==> config.mk <==
export PLATFORM = sky130hd
export DESIGN_NAME = tlc_sensor_if
export DESIGN_NICKNAME = d
export VERILOG_FILES = /design/src/rtl/tlc_sensor_if.sv
export SDC_FILE = /design/constraint.sdc
export NUM_CORES = 1
export LEC_CHECK = 0
export ABC_AREA = 1
export BUFFER_PORTS_ARGS = -buffer_cell sky130_fd_sc_hd__buf_2
export CAP_MARGIN = 10
export CELL_PAD_IN_SITES_DETAIL_PLACEMENT = 1
export CELL_PAD_IN_SITES_GLOBAL_PLACEMENT = 1
export CORE_MARGIN = 10
export CORE_UTILIZATION = 40
export DETAILED_ROUTE_END_ITERATION = 10
export GPL_ROUTABILITY_DRIVEN = 0
export PLACE_DENSITY = 0.88
export SLEW_MARGIN = 5
export SYNTH_ARGS = -nofsm -noshare
export SYNTH_HDL_FRONTEND = slang
export SYNTH_SLANG_ARGS = --single-unit
==> constraint.sdc <==
create_clock -name CLOCK -period 3.4 [get_ports CLOCK]
set_clock_uncertainty 0.05 [all_clocks]
set_input_delay 0.34 -clock CLOCK [delete_from_list [all_inputs] [get_ports CLOCK]]
set_output_delay 0.34 -clock CLOCK [all_outputs]
set_load 0.005 [all_outputs]
==> src/rtl/tlc_sensor_if.sv <==
// tlc_sensor_if: synchronises and debounces the loop detectors, latches FS/HS requests until served, tracks wait time and flags lamp conflicts.
//   CLOCK, RESET (async, active-high)
//   FS_RAW, HS_RAW          raw loop detectors (asynchronous)
//   HGREEN, HLEFT, FLEFT, FRED  observed controller lamps
//   FS, HS                  latched requests to the controller
//   FS_WAIT, HS_WAIT        saturating pending-cycle counts
//   FS_OVERDUE, HS_OVERDUE  wait count has reached MAX_WAIT
//   CONFLICT                sticky incompatible-lamp fault
module tlc_sensor_if #(
  parameter int DEBOUNCE_CYCLES = 4,
  parameter int WAIT_W          = 8,
  parameter int MAX_WAIT        = 200
) (
  input  logic              CLOCK,
  input  logic              RESET,
  input  logic              FS_RAW,
  input  logic              HS_RAW,
  input  logic              HGREEN,
  input  logic              HLEFT,
  input  logic              FLEFT,
  input  logic              FRED,
  output logic              FS,
  output logic              HS,
  output logic [WAIT_W-1:0] FS_WAIT,
  output logic [WAIT_W-1:0] HS_WAIT,
  output logic              FS_OVERDUE,
  output logic              HS_OVERDUE,
  output logic              CONFLICT
);
  localparam logic [3:0] DB = 4'(DEBOUNCE_CYCLES);
  localparam logic [WAIT_W-1:0] MW = WAIT_W'(MAX_WAIT);
  logic [1:0] raw, svc, s1, s2, deb, req;
  logic [3:0] cnt [2];
  logic [3:0] cnt_nx [2];
  logic [WAIT_W-1:0] wt [2];
  logic conflict_now;
  // channel 0 is the side road (FS), channel 1 the highway left turn (HS)
  assign raw = {HS_RAW, FS_RAW};
  assign svc = {HLEFT, FLEFT};
  assign conflict_now = ((HGREEN | HLEFT) & FLEFT) | (FLEFT & FRED);
  always_comb begin
    for (int i = 0; i < 2; i++)
      cnt_nx[i] = !s2[i] ? 4'd0 : (cnt[i] == DB) ? cnt[i] : cnt[i] + 4'd1;
  end
  always_ff @(posedge CLOCK or posedge RESET) begin
    if (RESET) begin
      s1       <= '0;
      s2       <= '0;
      deb      <= '0;
      req      <= '0;
      CONFLICT <= 1'b0;
      for (int i = 0; i < 2; i++) begin
        cnt[i] <= '0;
        wt[i]  <= '0;
      end
    end else begin
      s1       <= raw;
      s2       <= s1;
      CONFLICT <= CONFLICT | conflict_now;
      for (int i = 0; i < 2; i++) begin
        cnt[i] <= cnt_nx[i];
        // presence qualifies on reaching the threshold, drops at once on release
        deb[i] <= s2[i] & (deb[i] | (cnt_nx[i] == DB));
        // service clear wins over a still-present vehicle
        req[i] <= svc[i] ? 1'b0 : deb[i] ? 1'b1 : req[i];
        wt[i]  <= (!req[i] || svc[i]) ? '0 : (&wt[i]) ? wt[i] : wt[i] + 1'b1;
      end
    end
  end
  assign FS         = req[0];
  assign HS         = req[1];
  assign FS_WAIT    = wt[0];
  assign HS_WAIT    = wt[1];
  assign FS_OVERDUE = wt[0] >= MW;
  assign HS_OVERDUE = wt[1] >= MW;
endmodule

==> metrics.txt, run 1 <==
status=finished clean; H-tree levels=2; CTS resizes=0; routed wire length=4040 µm; Hold Crit Class=in2async; Final setup viols=0; Vias/cell=5.03; Worst-Skew Late Latency=280 ps; internal power=0.682 mW; worst path bufs/invs=1; cell area after synthesis=1670 µm²; setup TNS=0 ps; Detailed Route Iter0 Violations=51; dominant cell type by area after synthesis=dfrtp_1; Main synth FF type=dfrtp_1; total track usage=0.116; worst r2r src=HS_WAIT[0]$_DFFE_PP0P_; Cell Pwr Density=449 nW/µm²; initial core utilization=0.415; DR DRC count=0; Post-CTS Setup Bufs=0; WP depth=5; sequential power share=0.481; Leak Pwr=1.08 nW; crit path kind=reg2reg; Distinct cells, synth=24; most common cell in the netlist=nand2_1; top cell type's share of synthesized area=0.494; Post-synth top cells=40 x nand2_1, 39 x inv_1, 33 x dfrtp_1; # nets final=247; average wire per standard cell=14.3 µm; Synth Area per Inst=8.58 µm²; area grow syn2layout=19.5%; sequential fraction of the synthesis area=0.494; Clock Pin Slew Worst Setup and Hold Paths=70 ps; Clock Sinks=33; Max Buffers Root-to-Sink=2; layout cell share with drive strength beyond 1=0.207; Inst Count DP=274; number of global-route vias before repair=1460; Syn Nets=211; sw frac=0.240; Die Area=7170 µm²; cells on worst reg2reg path=5; hold buffer count at cts=0; ant diodes=0; Slew headroom=0.634; HPWL Detailed=3160 µm; Ports=29; number of synthesized flops with an enable pin=0; r2r endpoint=HS_WAIT[0]$_DFFE_PP0P_; actual slew at the worst max-slew pin=547 ps; Multi-input gate area=696 µm²; CP max stage cell=dfrtp_1; reg2reg setup slack=1840 ps; logic gate share of total power=0.096; GRT overflow=0; Filler Cell Count=518; Die Wd=84.7 µm; VDD IR max=0.228 mV; Pins Over Slew Limit=0; post-layout min period=1560 ps; yosys warns=0; global-route wire length before repair=6920 µm; post-route ant nets=0; fraction of registers with async set/reset=1.00; largest net degree at the start of global routing=34; core area=4030 µm²; CP Launch Type=flop; count of final hold-check violations=0; fin cells=282; CP required=3520 ps; fin crit share=0.458; Psw=0.216 mW; TritonCTS buffer count=5; flops & latches, synth=33; Critical Path End Type=flop; fmax=0.642 GHz; Die H=84.7 µm; via count=1418; CP Data Arrival Time=1680 ps; hold slack=88.0 ps; register area=826 µm²; clock share of power=0.423; root buf cell=clkbuf_8; worst setup path end=HS_WAIT[0]$_DFFE_PP0P_; IO Port Bufs=28; CP delay by family, top=flip-flops; RSZ-0062 raised after global routing=no; CTS tree=done; Max Cap Viol=0; CP max FO=6; num rows=23; worst setup path startpoint=HS_WAIT[0]$_DFFE_PP0P_; CP cell instances=ha_1 > nand2_1 > inv_1 > nand4_1 > o21ai_0; initial antenna violation count=0; Synth area leaders=dfrtp_1 49%, nand2_1 9.0%, inv_1 8.8%; Cells after Synth=195; Crit path largest cell delay=400 ps; Detailed Routing Iterations Pass 1=4
[final cells by class]
cell class | count | area share
multi-input combinational | 122 | 0.348
inverter | 40 | 0.0757
tap | 50 | 0.0313
sequential | 33 | 0.413
timing repair buffer | 29 | 0.0738
clock inverter | 1 | 0.0150
clock buffer | 7 | 0.0432
[power by group through the flow]
| stage | logic (mW) | registers (mW) | clock network, mW |
|---|---|---|---|
| 4_1_cts | 0.0886 | 0.432 | 0.392 |
| 3_3_place_gp | 0.0836 | 0.437 | 0 |
| 2_1_floorplan | 0.0622 | 0.434 | 0 |
| 5_1_grt | 0.102 | 0.436 | 0.407 |
| 6_report | 0.0864 | 0.432 | 0.380 |
| 3_5_place_dp | 0.0880 | 0.440 | 0 |
[metrics by stage]
| stage | total power [mW] | util | setup WS, ps | instance area, µm² |
|---|---|---|---|---|
| 3_5_place_dp | 0.528 | 0.467 | 1890 | 1880 |
| 6_report | 0.898 | 0.496 | 1840 | 2000 |
| 2_1_floorplan | 0.496 | - | 2100 | 1670 |
| 3_3_place_gp | 0.521 | 0.467 | 1970 | 1880 |
| 4_1_cts | 0.913 | 0.496 | 1860 | 2000 |
| 5_1_grt | 0.945 | 0.496 | 1700 | 2000 |
[worst min-delay path, cell delays in order]
cell and delay (ps):
buf_2 90, inv_1 40, buf_4 370
[state kept, by name, summed over array words and instances, names as in the netlist]
signal and flops:
s2 2, cnt 8, deb 2, req 2, HS_WAIT 8, s1 2, FS_WAIT 8, CONFLICT 1
[cells by family after synthesis]
logic type | share of synthesized area
fa+ha+maj | 0.0598
flops | 0.494
compound gates | 0.108
xor+xnor | 0.00524
simple gates | 0.243
buf+inv | 0.0905
[worst min-delay path by stage]
stage                                   to  slack [ps]  depth (start not counted)
floorplan                  s2[0]$_DFF_PP0_         280                          0
global placement           s2[0]$_DFF_PP0_         290                          0
detailed placement         s2[0]$_DFF_PP0_         290                          0
CTS                        s1[0]$_DFF_PP0_         100                          3
global route               s1[1]$_DFF_PP0_          90                          1
finish              FS_WAIT[1]$_DFFE_PP0P_          90                          3
[cells in the final DEF (no fill, tap or decap), types with 8 or more instances in the layout]
master / count
nand3_1: 14
inv_1: 39
dfrtp_1: 33
ha_1: 8
buf_2: 28
a21oi_1: 12
nand2_1: 40
nor2_1: 12
o21ai_0: 10
[layer usage]
metal  vias to the layer above  global-route usage  part of all wire
met2                        18               0.205              0.54
met3                         2              0.0386             0.036
met5                         -                   0                 0
met4                         0              0.0359            0.0037
li1                        700                   -                 -
met1                       698               0.129              0.42
No activity file was read; power rests on OpenSTA's default activity.
==> run 2: changes to the inputs <==
--- a/config.mk
+++ b/config.mk
@@ -11,10 +11,10 @@
 export CELL_PAD_IN_SITES_DETAIL_PLACEMENT = 1
 export CELL_PAD_IN_SITES_GLOBAL_PLACEMENT = 1
 export CORE_MARGIN = 10
-export CORE_UTILIZATION = 40
+export CORE_UTILIZATION = 37
 export DETAILED_ROUTE_END_ITERATION = 10
 export GPL_ROUTABILITY_DRIVEN = 0
-export PLACE_DENSITY = 0.88
+export PLACE_DENSITY = 0.85
 export SLEW_MARGIN = 5
 export SYNTH_ARGS = -nofsm -noshare
 export SYNTH_HDL_FRONTEND = slang
==> constraint.sdc (replaced) <==
create_clock -name CLOCK -period 1.4 [get_ports CLOCK]
set_clock_uncertainty 0.05 [all_clocks]
set_input_delay 0.14 -clock CLOCK [delete_from_list [all_inputs] [get_ports CLOCK]]
set_output_delay 0.14 -clock CLOCK [all_outputs]
set_load 0.005 [all_outputs]
==> run 2 against run 1 <==
The run now ends with setup timing left. Highest routed layer unchanged. Non-clock buffer count increased by 31. Count of clock-buffer cells in the layout did not move. Largest power group unchanged. Register-to-register slack worse by 1900 ps.
==> metrics.txt, run 2 (synthesis gave the netlist of run 1 again) <==
Die H=87.2 µm (+3.0%); Setup Slack @ Placement=-143 ps (-2040 ps); DRT met1 WL=1960 µm (+15%); worst r2r src=cnt[1]$_DFF_PP0_; average wire per standard cell=16.2 µm (+13%); Die Wd=87.2 µm (+3.0%); CTS tree=done; final core utilization=0.547 (+0.0511); initial antenna violation count=0 (unchanged); Detailed Route Iter0 Violations=76 (+49%); H-tree levels=2 (unchanged); register area=830 µm² (+0.45%); setup TNS=-64.9 ps (-64.9 ps); Post-DP Area=1940 µm² (+2.9%); Clock Sinks=33 (unchanged); Ports=29 (unchanged); num rows=24 (+4.3%); Filler Cell Count=526 (+1.5%); Max Buffers Root-to-Sink=2 (unchanged); global-route wire length before repair=7700 µm (+11%); fin crit share=1.04 (+0.586); most frequent cells in the layout=34 x inv_1, 33 x nand2_1, 30 x dfrtp_1, 28 x buf_2, 25 x buf_4; CP max FO=4 (-2); actual slew at the worst max-slew pin=430 ps (-117 ps); Multi-input gate area=820 µm² (+18%); initial core utilization=0.384 (-0.0310); Detailed Routing Iterations Pass 1=4 (unchanged); VDD IR max=0.630 mV (+180%); Slew headroom=0.713 (+0.0791); GRT overflow=0 (unchanged); CP Launch Type=flop; hold path startpoint=FRED; Final Cell Area=2380 µm² (+19%); commonest non-fill, non-tap cell in the layout=inv_1; count of final hold-check violations=0 (unchanged); core area=4350 µm² (+8.1%); largest net degree at the start of global routing=34 (unchanged); CP required=1570 ps (-1950 ps); crit path kind=reg2reg; top sig layer=met4; Pins Over Slew Limit=0 (unchanged); layout cell share with drive strength beyond 1=0.399 (+0.192); post-layout min period=1460 ps (-95.7 ps); total track usage=0.128 (+0.0111); CP Data Arrival Time=1630 ps (-50 ps); Total Power=2.40 mW (+170%); fin worst setup slack=-60.8 ps (-1900 ps); cells on worst reg2reg path=8 (+3); fin cells=315 (+12%); DR WL met2=2740 µm (+26%); Max Cap Viol=0 (unchanged); Final setup viols=3 (+3); routed wire length=5100 µm (+26%); status=finished with violations; hold slack=45.5 ps (-42.4 ps); Vias/cell=4.97 (-1.1%); post-route ant nets=0 (unchanged); Leak Pwr=1.27 nW (+17%); fmax=0.685 GHz (+6.5%); Worst-Skew Late Latency=290 ps (about the same); area grow syn2layout=42.5%; met3 wire len=219 µm (+51%); IO Port Bufs=28 (unchanged); reg2reg setup slack=-60 ps (-1900 ps); DR DRC count=0 (unchanged); failing checks=setup timing; Hold Crit Class=in2reg; cell count of the worst hold path=3; TritonCTS buffer count=5 (unchanged); HPWL Detailed=3130 µm (-0.93%); Clock Pin Slew Worst Setup and Hold Paths=70 ps (about the same); # nets final=278 (+13%); number of global-route vias before repair=1662 (+14%); Die Area=7610 µm² (+6.2%); Critical Path End Type=flop; via count=1567 (+11%); RSZ-0062 raised after global routing=yes; r2r endpoint=deb[1]$_DFF_PP0_; Inst Count DP=283 (+3.3%); Cell Pwr Density=1010 nW/µm² (+120%); root buf cell=clkbuf_8; ant diodes=0 (unchanged); Hold Path End=CONFLICT$_DFF_PP0_
## run 2: metal layers
metal / vias up / track usage
met2: 30 / 0.231
met1: 765 / 0.132
met3: 14 / 0.0421
li1: 758 / -
met5: - / 0
met4: 0 / 0.0478
## run 2: cell type report
class,count,share of cell area
clock inverters,1,0.0126
repair buffers,60,0.169
flip-flops and latches,33,0.348
multi-input cells,122,0.344
inverters,40,0.0635
clock buffers,7,0.0362
well taps,52,0.0273
## run 2: worst max-delay path by stage
stage	start	endpoint	slack (ps)	cells past startpoint
2_1_floorplan	FS_WAIT[0]$_DFFE_PP0P_	FS_WAIT[5]$_DFFE_PP0P_	100	8
3_3_place_gp	cnt[4]$_DFF_PP0_	deb[0]$_DFF_PP0_	-0.6	8
3_5_place_dp	cnt[4]$_DFF_PP0_	deb[0]$_DFF_PP0_	-140	8
5_1_grt	cnt[1]$_DFF_PP0_	deb[1]$_DFF_PP0_	-160	8
6_report	cnt[1]$_DFF_PP0_	deb[1]$_DFF_PP0_	-60	8
4_1_cts	cnt[4]$_DFF_PP0_	deb[0]$_DFF_PP0_	0.8	8
## run 2: critical path, stage by stage (launching register included)
cell	delay, ps
dfrtp_1	410
inv_1	70
ha_2	180
nand2_2	70
nor2_4	130
nand2_2	70
a21oi_1	150
nand3_1	110
a21oi_2	150
## run 2: power by group
group / total, mW / switching (mW) / internal, mW
logic: 0.397 / 0.207 / 0.189
registers: 1.05 / 0.0498 / 0.999
clock network: 0.950 / 0.369 / 0.581
## run 2: repair_timing
| action | 4_1_cts | 5_1_grt |
|---|---|---|
| setup buffers | 4 | 16 |
| cloned | 0 | 0 |
| endpoints found under the setup margin | 2 | 16 |
| endpoints found under the hold margin | 36 | 0 |
| gates resized for setup | 5 | 38 |
| hold buffers | 4 | 0 |
| pin swaps | 0 | 18 |
==> run 3: changes to the inputs <==
--- a/config.mk
+++ b/config.mk
@@ -11,10 +11,10 @@
 export CELL_PAD_IN_SITES_DETAIL_PLACEMENT = 1
 export CELL_PAD_IN_SITES_GLOBAL_PLACEMENT = 1
 export CORE_MARGIN = 10
-export CORE_UTILIZATION = 37
+export CORE_UTILIZATION = 40
 export DETAILED_ROUTE_END_ITERATION = 10
 export GPL_ROUTABILITY_DRIVEN = 0
-export PLACE_DENSITY = 0.85
+export PLACE_DENSITY = 0.88
 export SLEW_MARGIN = 5
 export SYNTH_ARGS = -nofsm -noshare
 export SYNTH_HDL_FRONTEND = slang
==> constraint.sdc (replaced) <==
create_clock -name CLOCK -period 1.8 [get_ports CLOCK]
set_clock_uncertainty 0.05 [all_clocks]
set_input_delay 0.18 -clock CLOCK [delete_from_list [all_inputs] [get_ports CLOCK]]
set_output_delay 0.18 -clock CLOCK [all_outputs]
set_load 0.005 [all_outputs]
==> run 3 against run 2 <==
The run now ends clean. Critical path type unchanged. Register-to-register slack improved by 380 ps. Final cell count decreased by 9.5%. Hold slack worse by 9.4 ps.
==> metrics.txt, run 3 (synthesis gave the netlist of run 1 again) <==
GR Util met2=0.200 (-0.0311); routed wire length=3950 µm (-22%); crit path kind=reg2reg; hold path startpoint=FLEFT; post-layout min period=1480 ps (+19.6 ps); clock share of power=0.362 (-0.034); CP cell instances=inv_1 > ha_1 > nand2_1 > nor2_1 > nand2_1 > a21oi_1 > nand3_1 > a21oi_1; Max Cap Viol=0 (unchanged); Total Power=1.55 mW (-35%); actual slew at the worst max-slew pin=417 ps (-13.5 ps); Clock Sinks=33 (unchanged); Clock Pin Slew Worst Setup and Hold Paths=70 ps (about the same); VDD IR max=0.435 mV (-31%); total track usage=0.113 (-0.0150); initial antenna violation count=0 (unchanged); TritonCTS buffer count=5 (unchanged); num rows=23 (-4.2%); CTS resizes=0 (-5); Hold Path End=req[0]$_DFFE_PP0P_; CP required=1960 ps (+390 ps); Detailed Route Iter0 Violations=32 (-58%); H-tree levels=2 (unchanged); cells on worst reg2reg path=8 (unchanged); Crit path largest cell delay=430 ps (+20 ps); r2r endpoint=deb[1]$_DFF_PP0_; Die Wd=84.7 µm (-2.9%); hold slack=36.2 ps (-9.37 ps); initial core utilization=0.415 (+0.0310); via count=1405 (-10%); reg2reg setup slack=320 ps (+380 ps); IO Port Bufs=28 (unchanged); # nets final=251 (-9.7%); sw frac=0.260 (-0.00175); internal power=1.15 mW (-35%); ant diodes=0 (unchanged); CP Data Arrival Time=1640 ps (about the same); most frequent cells in the layout=40 x nand2_1, 39 x inv_1, 33 x dfrtp_1, 28 x buf_2, 14 x nand3_1; DR DRC count=0 (unchanged); sequential power share=0.526 (+0.088); Critical Path End Type=flop; fin worst setup slack=320 ps (+380 ps); Cell Pwr Density=772 nW/µm² (-23%); Final setup viols=0 (-3); layout cell share with drive strength beyond 1=0.204 (-0.195); met1 Track Usage GR=0.123 (-0.00904); root buf cell=clkbuf_8; number of global-route vias before repair=1472 (-11%); Detailed Routing Iterations Pass 1=4 (unchanged); core area=4030 µm² (-7.5%); Slew headroom=0.722 (+0.00901); Pins Over Slew Limit=0 (unchanged); Worst-Skew Late Latency=280 ps (about the same); RSZ-0062 raised after global routing=no; area grow syn2layout=20.0%; Post-DP Area=1890 µm² (-2.5%); HPWL Detailed=2960 µm (-5.5%); Post-CTS Setup Bufs=0 (-4); Filler Cell Count=504 (-4.2%); CP Launch Type=flop; Final Cell Area=2010 µm² (-16%); CP max stage cell=dfrtp_1; average wire per standard cell=13.9 µm (-14%); Ports=29 (unchanged); post-route ant nets=0 (unchanged); GRT busiest layer=met2; largest net degree at the start of global routing=34 (unchanged); met3 Use GR=0.0309 (-0.0112); fin cells=285 (-9.5%); Leak Pwr=1.08 nW (-14%); Die H=84.7 µm (-2.9%); status=finished clean; fin crit share=0.822 (-0.221); register area=826 µm² (-0.45%); fmax=0.676 GHz (-1.3%); cell count of the worst hold path=2 (-1); Hold Crit Class=in2reg; count of final hold-check violations=0 (unchanged); logic gate share of total power=0.112 (-0.054); setup TNS=0 ps (+64.9 ps); CP max FO=5 (+1); worst r2r src=cnt[0]$_DFF_PP0_; Die Area=7170 µm² (-5.8%); global-route wire length before repair=6710 µm (-13%); Inst Count DP=275 (-2.8%); commonest non-fill, non-tap cell in the layout=nand2_1; Multi-input gate area=696 µm² (-15%); Setup Slack @ Placement=361 ps (+504 ps); Max Buffers Root-to-Sink=2 (unchanged); GRT overflow=0 (unchanged); Psw=0.402 mW (-36%); Vias/cell=4.93 (-0.90%); final core utilization=0.498 (-0.0493); CTS tree=done
[run 3: power groups by stage]
stage          Combinational [mW]  Clock (mW)  Sequential [mW]
6_report                    0.173       0.561            0.815
3_3_place_gp                0.160           0            0.826
2_1_floorplan               0.117           0            0.820
3_5_place_dp                0.168           0            0.829
4_1_cts                     0.178       0.581            0.816
5_1_grt                     0.204       0.614            0.821
[run 3: critical path, delay by kind of cell (launching register included)]
family,cells,cell delay (ps)
DFF,1,430
and+or+nand+nor,4,350
AOI/OAI and AO/OA,2,290
adders and majority gates,1,170
buffers and inverters,1,100
[run 3: layer usage]
layer / routed length [µm] / part of all wire / up-vias
met2: 2080 / 0.53 / 16
met3: 100 / 0.025 / 6
met4: 63 / 0.016 / 0
met1: 1710 / 0.43 / 685
li1: - / - / 698
met5: 0 / 0 / -
[run 3: how the worst max path moves through the flow]
| stage | from | endpoint | slack [ps] | cells past startpoint |
|---|---|---|---|---|
| 2_1_floorplan | FS_WAIT[0]$_DFFE_PP0P_ | FS_WAIT[5]$_DFFE_PP0P_ | 500 | 8 |
| 3_3_place_gp | FS_WAIT[0]$_DFFE_PP0P_ | FS_WAIT[5]$_DFFE_PP0P_ | 400 | 8 |
| 3_5_place_dp | cnt[4]$_DFF_PP0_ | deb[0]$_DFF_PP0_ | 360 | 8 |
| 4_1_cts | cnt[0]$_DFF_PP0_ | deb[1]$_DFF_PP0_ | 310 | 8 |
| 5_1_grt | cnt[0]$_DFF_PP0_ | deb[1]$_DFF_PP0_ | 180 | 8 |
| 6_report | cnt[0]$_DFF_PP0_ | deb[1]$_DFF_PP0_ | 320 | 8 |
[run 3: final cells by class]
cell class / count / area share
inverters: 40 / 0.0754
flip-flops and latches: 33 / 0.411
well taps: 50 / 0.0312
clock buffers: 7 / 0.0430
multi-input cells: 122 / 0.347
repair buffers: 33 / 0.0923
[run 3: repair_timing]
item / 4_1_cts / 5_1_grt
hold buffers: 3 / 0
setup endpoints to repair: 0 / 0
hold endpoints to repair: 35 / 0
